File: src/rtl/fetch_queue_pkg.sv
// Shared fetch-queue types and sizing constants.
// FETCH_WIDTH and INST_ADDR_WIDTH come from the global defines; defaults are provided here.
`ifndef FETCH_WIDTH
`define FETCH_WIDTH 2
`endif
`ifndef INST_ADDR_WIDTH
`define INST_ADDR_WIDTH 32
`endif

package fetch_queue_pkg;

    localparam int unsigned DECODE_WIDTH = 2;
    localparam int unsigned FQ_DEPTH     = 8;

    typedef struct packed {
        logic [31:0]                 inst;
        logic [`INST_ADDR_WIDTH-1:0] pc;
    } fq_entry_t;

    function automatic int unsigned fq_min(input int unsigned a, input int unsigned b);
        return (a < b) ? a : b;
    endfunction

endpackage

File: src/rtl/fetch_queue.sv
// Instruction buffer between IFU and decode: circular queue of single-instruction entries.
// Optional same-cycle bypass on an empty queue is enabled by defining FETCH_QUEUE_BYPASS_EN.
`ifndef FETCH_WIDTH
`define FETCH_WIDTH 2
`endif
`ifndef INST_ADDR_WIDTH
`define INST_ADDR_WIDTH 32
`endif

module fetch_queue #(
    parameter int unsigned FETCH_WIDTH  = `FETCH_WIDTH,
    parameter int unsigned DECODE_WIDTH = fetch_queue_pkg::DECODE_WIDTH,
    parameter int unsigned DEPTH        = fetch_queue_pkg::FQ_DEPTH
) (
    input  logic                                      clk,
    input  logic                                      reset,
    input  logic                                      flush,
    input  logic                                      enq_valid,
    input  logic [FETCH_WIDTH*32-1:0]                 enq_inst,
    input  logic [`INST_ADDR_WIDTH-1:0]               enq_pc,
    output logic                                      stall,
    input  logic                                      deq_ready,
    output logic [DECODE_WIDTH-1:0]                   deq_valid,
    output logic [DECODE_WIDTH*32-1:0]                deq_inst,
    output logic [DECODE_WIDTH*`INST_ADDR_WIDTH-1:0]  deq_pc,
    output logic [$clog2(DEPTH):0]                    count
);
    import fetch_queue_pkg::*;

    localparam int unsigned AW    = `INST_ADDR_WIDTH;
    localparam int unsigned PW    = $clog2(DEPTH);
    localparam int unsigned CW    = PW + 1;
    localparam int unsigned N_BYP = fq_min(FETCH_WIDTH, DECODE_WIDTH);

    fq_entry_t       mem [DEPTH];
    fq_entry_t       bundle [FETCH_WIDTH];
    fq_entry_t       rd_entry;
    logic [PW-1:0]   head;
    logic [PW-1:0]   tail;
    logic [CW-1:0]   free_slots;
    logic [CW-1:0]   n_enq;
    logic [CW-1:0]   n_deq;
    logic [CW-1:0]   count_next;
    logic            enq_fire;
    logic            deq_fire;
    logic            bypass;
    int unsigned     skip;

    always_comb begin
        for (int unsigned i = 0; i < FETCH_WIDTH; i++) begin
            bundle[i].inst = enq_inst[i*32 +: 32];
            bundle[i].pc   = enq_pc + AW'(4 * i);
        end
    end

    // Admission looks only at registered occupancy, so stall never depends on inputs.
    assign free_slots = CW'(DEPTH) - count;
    assign stall      = free_slots < CW'(FETCH_WIDTH);
    assign enq_fire   = enq_valid && !stall && !flush;
    assign deq_fire   = deq_ready && !flush;

`ifdef FETCH_QUEUE_BYPASS_EN
    assign bypass = enq_fire && (count == '0);
`else
    assign bypass = 1'b0;
`endif

    always_comb begin
        skip = 0;
        if (bypass && deq_fire) begin
            skip = N_BYP;
        end
        n_enq = enq_fire ? CW'(FETCH_WIDTH - skip) : '0;
        n_deq = '0;
        if (deq_fire && !bypass) begin
            n_deq = (count < CW'(DECODE_WIDTH)) ? count : CW'(DECODE_WIDTH);
        end
        count_next = count + n_enq - n_deq;
    end

    always_comb begin
        deq_valid = '0;
        deq_inst  = '0;
        deq_pc    = '0;
        rd_entry  = '0;
        for (int unsigned i = 0; i < DECODE_WIDTH; i++) begin
            rd_entry                = mem[head + PW'(i)];
            deq_valid[i]            = (CW'(i) < count) && !flush;
            deq_inst[i*32 +: 32]    = rd_entry.inst;
            deq_pc[i*AW +: AW]      = rd_entry.pc;
        end
        // Bypass overrides the (empty) stored view with the incoming bundle.
        for (int unsigned i = 0; i < N_BYP; i++) begin
            if (bypass) begin
                deq_valid[i]         = 1'b1;
                deq_inst[i*32 +: 32] = bundle[i].inst;
                deq_pc[i*AW +: AW]   = bundle[i].pc;
            end
        end
    end

    // Slots consumed by bypass are skipped; the remainder is packed from tail.
    always_ff @(posedge clk) begin
        if (enq_fire) begin
            for (int unsigned i = 0; i < FETCH_WIDTH; i++) begin
                if (i >= skip) begin
                    mem[tail + PW'(i - skip)] <= bundle[i];
                end
            end
        end
    end

    always_ff @(posedge clk or negedge reset) begin
        if (!reset) begin
            head  <= '0;
            tail  <= '0;
            count <= '0;
        end else if (flush) begin
            head  <= '0;
            tail  <= '0;
            count <= '0;
        end else begin
            head  <= head + PW'(n_deq);
            tail  <= tail + PW'(n_enq);
            count <= count_next;
        end
    end

endmodule

File: config.mk
export PLATFORM = sky130hd
export DESIGN_NAME = fetch_queue
export DESIGN_NICKNAME = d
export VERILOG_FILES = /design/src/rtl/fetch_queue_pkg.sv /design/src/rtl/fetch_queue.sv
export SDC_FILE = /design/constraint.sdc
export NUM_CORES = 1
export LEC_CHECK = 0
export CAP_MARGIN = 10
export CORE_AREA = 2 2 323 293
export CTS_BUF_LIST = sky130_fd_sc_hd__clkbuf_8
export CTS_CLUSTER_DIAMETER = 150
export CTS_CLUSTER_SIZE = 30
export DETAILED_ROUTE_END_ITERATION = 8
export DIE_AREA = 0 0 325 295
export HOLD_SLACK_MARGIN = 0.03
export PLACE_DENSITY_LB_ADDON = 0.08
export SKIP_LAST_GASP = 1
export SLEW_MARGIN = 20
export SYNTH_ARGS = -nofsm -noshare
export SYNTH_HDL_FRONTEND = slang
export SYNTH_SLANG_ARGS = --single-unit
File: constraint.sdc
create_clock -name clk -period 4.2 [get_ports clk]
set_input_delay 0.63 -clock clk [delete_from_list [all_inputs] [get_ports clk]]
set_output_delay 0.63 -clock clk [all_outputs]
set_load 0.01 [all_outputs]
==> results of run 1 <==
power by group:
part | internal [uW] | switching [uW] | leakage, uW | total, uW
Sequential | 6120 | 160 | 0.00476 | 6280
Clock | 479 | 1580 | 0.000198 | 2060
Combinational | 2300 | 2230 | 0.00513 | 4530
Total | 8900 | 3970 | 0.0101 | 12900
kinds of logic (layout without fill, tap and decap cells):
logic type | Yosys count | in the layout | synth area share
AOI/OAI and AO/OA | 12 | 12 | 0.00345
xor gates and xnor gates | 121 | 121 | 0.0385
adders and majority gates | 11 | 11 | 0.00582
buffers and inverters | 221 | 345 | 0.0335
DFF | 521 | 521 | 0.566
muxes | 384 | 384 | 0.262
other | 0 | 1 | 0
and+or+nand+nor | 585 | 585 | 0.0906
routing by layer:
| metal | up-vias | global-route usage | part of all wire |
|---|---|---|---|
| met5 | - | 0 | 0.00034 |
| met4 | 4 | 0.0242 | 0.013 |
| met3 | 56 | 0.0191 | 0.037 |
| met2 | 373 | 0.291 | 0.50 |
| met1 | 8561 | 0.235 | 0.45 |
| li1 | 7129 | - | - |
cells in the final DEF, fill, tap and decap left out, types with 21 or more instances in the layout:
master           netlist  final
xnor2_1               48     48
clkbuf_8               0     21
nor2_1                61     61
xor2_1                73     72
nand2_1              444    444
buf_4                  4     36
mux4_2               256    256
buf_12                 0     25
edfxtp_1             512    512
mux2_2               128    128
clkdlybuf4s50_1        0    235
worst min-delay path by stage:
stage,startpoint,endpoint,slack (ns),depth (start not counted)
floorplan,reset,count[0]$_DFF_PN0_,0.33,0
global placement,tail[2]$_DFF_PN0_,tail[2]$_DFF_PN0_,0.60,2
detailed placement,tail[2]$_DFF_PN0_,tail[2]$_DFF_PN0_,0.61,2
CTS,reset,count[3]$_DFF_PN0_,0.23,1
global route,reset,count[3]$_DFF_PN0_,0.24,1
finish,reset,head[1]$_DFF_PN0_,0.28,1
registers in the layout (all words and copies together), names as in the netlist:
| register | flops |
|---|---|
| count | 4 |
| head | 3 |
| mem | 512 |
| tail | 2 |
final cells by class:
class	count	area, um^2
fill	8830	60600
sequential	521	15600
multi-input combinational	1113	11100
timing repair buffer	298	3160
tap	1242	1550
clock buffer	21	289
inverter	18	86.3
clock inverter	8	46.3
antenna	1	2.50
per-stage QoR:
step	area [um^2]	util	total power, uW	TNS (ns)
2_1_floorplan	27500	-	8810	0
3_3_place_gp	31500	0.340	11000	0
3_5_place_dp	31500	0.340	11000	0
4_1_cts	31800	0.344	13100	0
5_1_grt	31800	0.344	13500	-0.000562
6_report	31800	0.344	12900	0
worst register-to-register path, stage by stage, from the launching register on:
cell	delay, ns
dfrtp_1	0.50
inv_1	0.11
ha_1	0.37
or3_1	0.38
or2_1	0.27
and4b_1	0.25
fa_1	0.50
ha_1	0.14
inv_1	0.05
fa_1	0.43
xnor2_1	0.14
nor2_1	0.05
repair_timing:
action | 4_1_cts | 5_1_grt
endpoints found under the setup margin | 4 | 1
gates resized for setup | 1 | 1
cloned | 0 | 0
==> results.json, run 1 <==
{
  "endpoint_kind": "output port",
  "r2r_end": "count[3]$_DFF_PN0_",
  "start_util": 0.298,
  "dp.cells": 3192,
  "viasPerCell": 5.00,
  "fin_crit_ns": 4.04,
  "yosys-top-cells-count": "edfxtp_1 (512), nand2_1 (444), mux4_2 (256)",
  "drc": 0,
  "crit_arrival_ns": 3.41,
  "cap_violations": 0,
  "dr.pass1.iters": 5,
  "cts_tree": "yes",
  "grt_start_max_net_pins": 111,
  "core-area_mm2": 0.0924,
  "worst_path_largest_cell_delay_ns": 0.58,
  "die-area_mm2": 0.0959,
  "cp-start-kind": "flop",
  "yosys.cell_count.top_type": "edfxtp_1",
  "cp.required_ns": 3.57,
  "cts_buffers": 21,
  "dp_hpwl_um": 49900,
  "cts_setup_buffers": 0,
  "grt_overflow": 0,
  "ys_warn_count": 0,
  "synth_area_mm2": 0.0275,
  "cts_root_buffer": "clkbuf_8",
  "yosys_most_used_dff": "edfxtp_1",
  "wl_um": 82200,
  "r2r_cells": 11,
  "drt_iter0_drc": 1275,
  "worstSetupEndpoint": "deq_pc[61]",
  "slew_violations": 0,
  "whs_ns": 0.279,
  "max_freq_mhz": 247,
  "nNetsFinal": 2085,
  "synth.area.top_cells": "edfxtp_1 (56%), mux4_2 (21%), nand2_1 (6.1%), mux2_2 (5.2%), xor2_1 (2.3%)",
  "worst-setup-path-type": "flop to output port",
  "ctsHoldBuffers": 0,
  "fin_cells": 3222,
  "finClkSkew_ns": 0.0513,
  "maxSlewHeadroom": 0.430,
  "crit_chain": "ha_4 > buf_12 > buf_6 > mux4_2 > mux2_2 > clkdlybuf4s50_1",
  "path_max_fanout": 17,
  "std_cell_rows": 106,
  "power.leakage_uw": 0.0101,
  "cp.depth": 6,
  "cts.sinks": 521,
  "die_h_um": 295,
  "syn_to_final_growth_pct": 15.6,
  "post-route-period-util": 0.963,
  "grt_pass1_wl_um": 119000,
  "grt_setup_unrepaired": "true",
  "dr_total_vias": 16100,
  "cts.htree.levels": 1,
  "final_layout_size_suffix_gt1_frac": 0.257,
  "ir_worst_vdd_mv": 0.263,
  "p_per_area_mw_per_mm2": 404,
  "die_x_um": 325,
  "setup_viol": 0,
  "clock_latency_ns": 0.68,
  "gp_congestion": 0.723,
  "status": "completed",
  "setup_slack_ns": 0.155,
  "syn-num-nets": 1967,
  "antenna_found_initial": 4,
  "clockBufferDepth": 3,
  "synth_enable_flop_cells": 512,
  "ios": 236,
  "path_buf_inv": 3,
  "grt_pass1_vias": 16800,
  "synthCells": 1855,
  "path_delay_family": "buffers and inverters",
  "syn_area_per_cell_um2": 14.8,
  "dpl_worst_slack_ns": 0.743,
  "synth_cell_types": 43,
  "tightest_slew_ns": 0.856,
  "synth_area_leader_cell": "edfxtp_1",
  "synth_seq_area_share": 0.566,
  "crit_start": "head[0]$_DFF_PN0_",
  "ant_nets": 0,
  "async_reset_ff_frac": 0.0173,
  "ys_seq_elements": 521,
  "r2r_start": "count[0]$_DFF_PN0_",
  "port_buffers": 235,
  "grt_usage": 0.169,
  "routedWlPerCell_um": 25.5,
  "path_clk_slew_ns": 0.19,
  "slowest_stage": "dfrtp_4",
  "finalHoldViolCount": 0,
  "r2r_setup_slack_ns": 0.92,
  "hp-class": "input pin to async pin",
  "synth_top_area_share": 0.558
}
(Power assumes the default switching activity.)
==> inputs of run 2 (changes only) <==
HOLD_SLACK_MARGIN = 0.1   (was 0.03)
==> results of run 2 <==
The final DEF is identical to that of run 1; final timing and power are the same.
==> inputs of run 3 (changes only) <==
CORE_AREA = 2 2 306 308   (was 2 2 323 293)
DIE_AREA = 0 0 308 310   (was 0 0 325 295)
SETUP_SLACK_MARGIN = 0.05   (was unset)
==> run 3 against run 2 <==
  * Global-route usage increased by 0.29 points
  * Count of clock-buffer cells in the layout unchanged
  * Largest cell class unchanged
  * Critical endpoint is now deq_pc[21]
  * Final cell count is 0.87% lower
==> results.json, run 3 (synthesis results as in run 1) <==
{
  "status": "completed",
  "max_freq_mhz": 248,
  "r2r_start": "count[1]$_DFF_PN0_",
  "worst-setup-path-type": "flop to output port",
  "largestRegisters": "mem: 512 flops, count: 4 flops, head: 3 flops",
  "p_seq_frac": 0.482,
  "core-area_mm2": 0.0925,
  "endpoint_kind": "output port",
  "grt_pass1_vias": 17000,
  "fin_crit_ns": 4.03,
  "finalHoldViolCount": 0,
  "dr.pass1.iters": 6,
  "p_per_area_mw_per_mm2": 408,
  "maxSlewHeadroom": 0.428,
  "ctsHoldBuffers": 0,
  "antenna_found_initial": 7,
  "clock_latency_ns": 0.70,
  "die_h_um": 310,
  "grt_usage": 0.172,
  "die_x_um": 308,
  "switching_power_uw": 4080,
  "path_max_fanout": 69,
  "r2r_cells": 8,
  "path_clk_slew_ns": 0.19,
  "ant_nets": 0,
  "power_frac_clock": 0.163,
  "setup_viol": 0,
  "wl_um": 83400,
  "post-route-period-util": 0.960,
  "intPower_uw": 8940,
  "dp_hpwl_um": 49700,
  "cp-start-kind": "flop",
  "r2r_end": "mem[3][5]$_DFFE_PP_",
  "p_sw_frac": 0.314,
  "cap_violations": 0,
  "gp_congestion": 0.741,
  "final_layout_size_suffix_gt1_frac": 0.258,
  "start_util": 0.298,
  "fin_util": 0.345,
  "nNetsFinal": 2091,
  "slew_violations": 0,
  "cts_tree": "yes",
  "cts.sinks": 521,
  "final_cell_mix": "edfxtp_1 (512), nand2_1 (444), mux4_2 (256)",
  "clockBufferDepth": 3,
  "cp.required_ns": 3.57,
  "grt_overflow": 0,
  "cts_root_buffer": "clkbuf_8",
  "drt_iter0_drc": 1398,
  "viasPerCell": 5.08,
  "fin_cells": 3194,
  "crit_arrival_ns": 3.40,
  "std_cell_rows": 112,
  "dr_total_vias": 16200,
  "port_buffers": 235,
  "die-area_mm2": 0.0955,
  "ios": 236,
  "largest_register_ffs": 512,
  "cts.htree.levels": 1,
  "dp.cells": 3148,
  "setup_tns_ns": 0,
  "finClkSkew_ns": 0.0355,
  "r2r_setup_slack_ns": 0.88,
  "grt_start_max_net_pins": 104,
  "routedWlPerCell_um": 26.1,
  "power_frac_comb": 0.355,
  "power.leakage_uw": 0.0102,
  "drc": 0,
  "ir_worst_vdd_mv": 0.328,
  "syn_to_final_growth_pct": 15.9,
  "cts_buffers": 21,
  "regMostFlops": "mem",
  "grt_setup_unrepaired": "true",
  "tightest_slew_ns": 0.858,
  "hp-class": "input pin to async pin",
  "grt_pass1_wl_um": 120000,
  "final_common_cell": "edfxtp_1"
}
run 3: through the flow:
stage                     hold WS [ns]  total power (uW)  setup WS (ns)  instance area [um^2]
after global placement           0.593             11000          0.754                 31400
after floorplan                  0.334              8810          0.240                 27500
after global routing             0.225             13700         0.0294                 31900
after CTS                        0.200             13200         0.0156                 31800
after detailed placement         0.617             11000          0.754                 31400
final                            0.249             13000          0.166                 31900
run 3: worst max path at each step:
| stage | start | end | slack, ns | depth (start not counted) |
|---|---|---|---|---|
| 3_3_place_gp | enq_pc[10] | mem[1][29]$_DFFE_PP_ | 0.75 | 6 |
| 3_5_place_dp | enq_pc[10] | mem[1][29]$_DFFE_PP_ | 0.75 | 6 |
| 4_1_cts | head[0]$_DFF_PN0_ | deq_pc[47] | 0.02 | 5 |
| 2_1_floorplan | count[1]$_DFF_PN0_ | mem[0][0]$_DFFE_PP_ | 0.24 | 8 |
| 5_1_grt | head[0]$_DFF_PN0_ | deq_pc[4] | 0.03 | 5 |
| 6_report | head[0]$_DFF_PN0_ | deq_pc[21] | 0.17 | 5 |
run 3: layout make-up:
cell class / count / area [um^2]
timing repair buffer: 304 / 3280
sequential: 521 / 15600
fill: 8839 / 60600
clock inverter: 17 / 83.8
clock buffer: 21 / 289
inverter: 18 / 87.6
tap: 1197 / 1500
multi-input combinational: 1113 / 11100
antenna: 3 / 7.51
run 3: per-layer routing:
layer,GRT usage,part of all wire
met5,0,0.00053
met4,0.0221,0.0099
met3,0.0236,0.049
met2,0.291,0.49
met1,0.241,0.45
run 3: critical path, stage by stage (launching register included):
cell	delay, ns
dfrtp_4	0.49
buf_12	0.29
buf_16	0.37
mux4_2	0.56
mux2_2	0.35
clkdlybuf4s50_1	0.50
run 3: timing repair:
item,4_1_cts,5_1_grt
gates cloned,0,2
endpoints found under the setup margin,21,82
buffers inserted,0,3
pin swaps,0,1
gates resized for setup,3,5
run 3: power by group through the flow:
stage | Sequential, uW | Combinational [uW] | Clock, uW
finish | 6280 | 4630 | 2120
CTS | 6280 | 4670 | 2240
global placement | 6380 | 4640 | 0
global route | 6310 | 4980 | 2390
detailed placement | 6390 | 4640 | 0
floorplan | 6360 | 2460 | 0
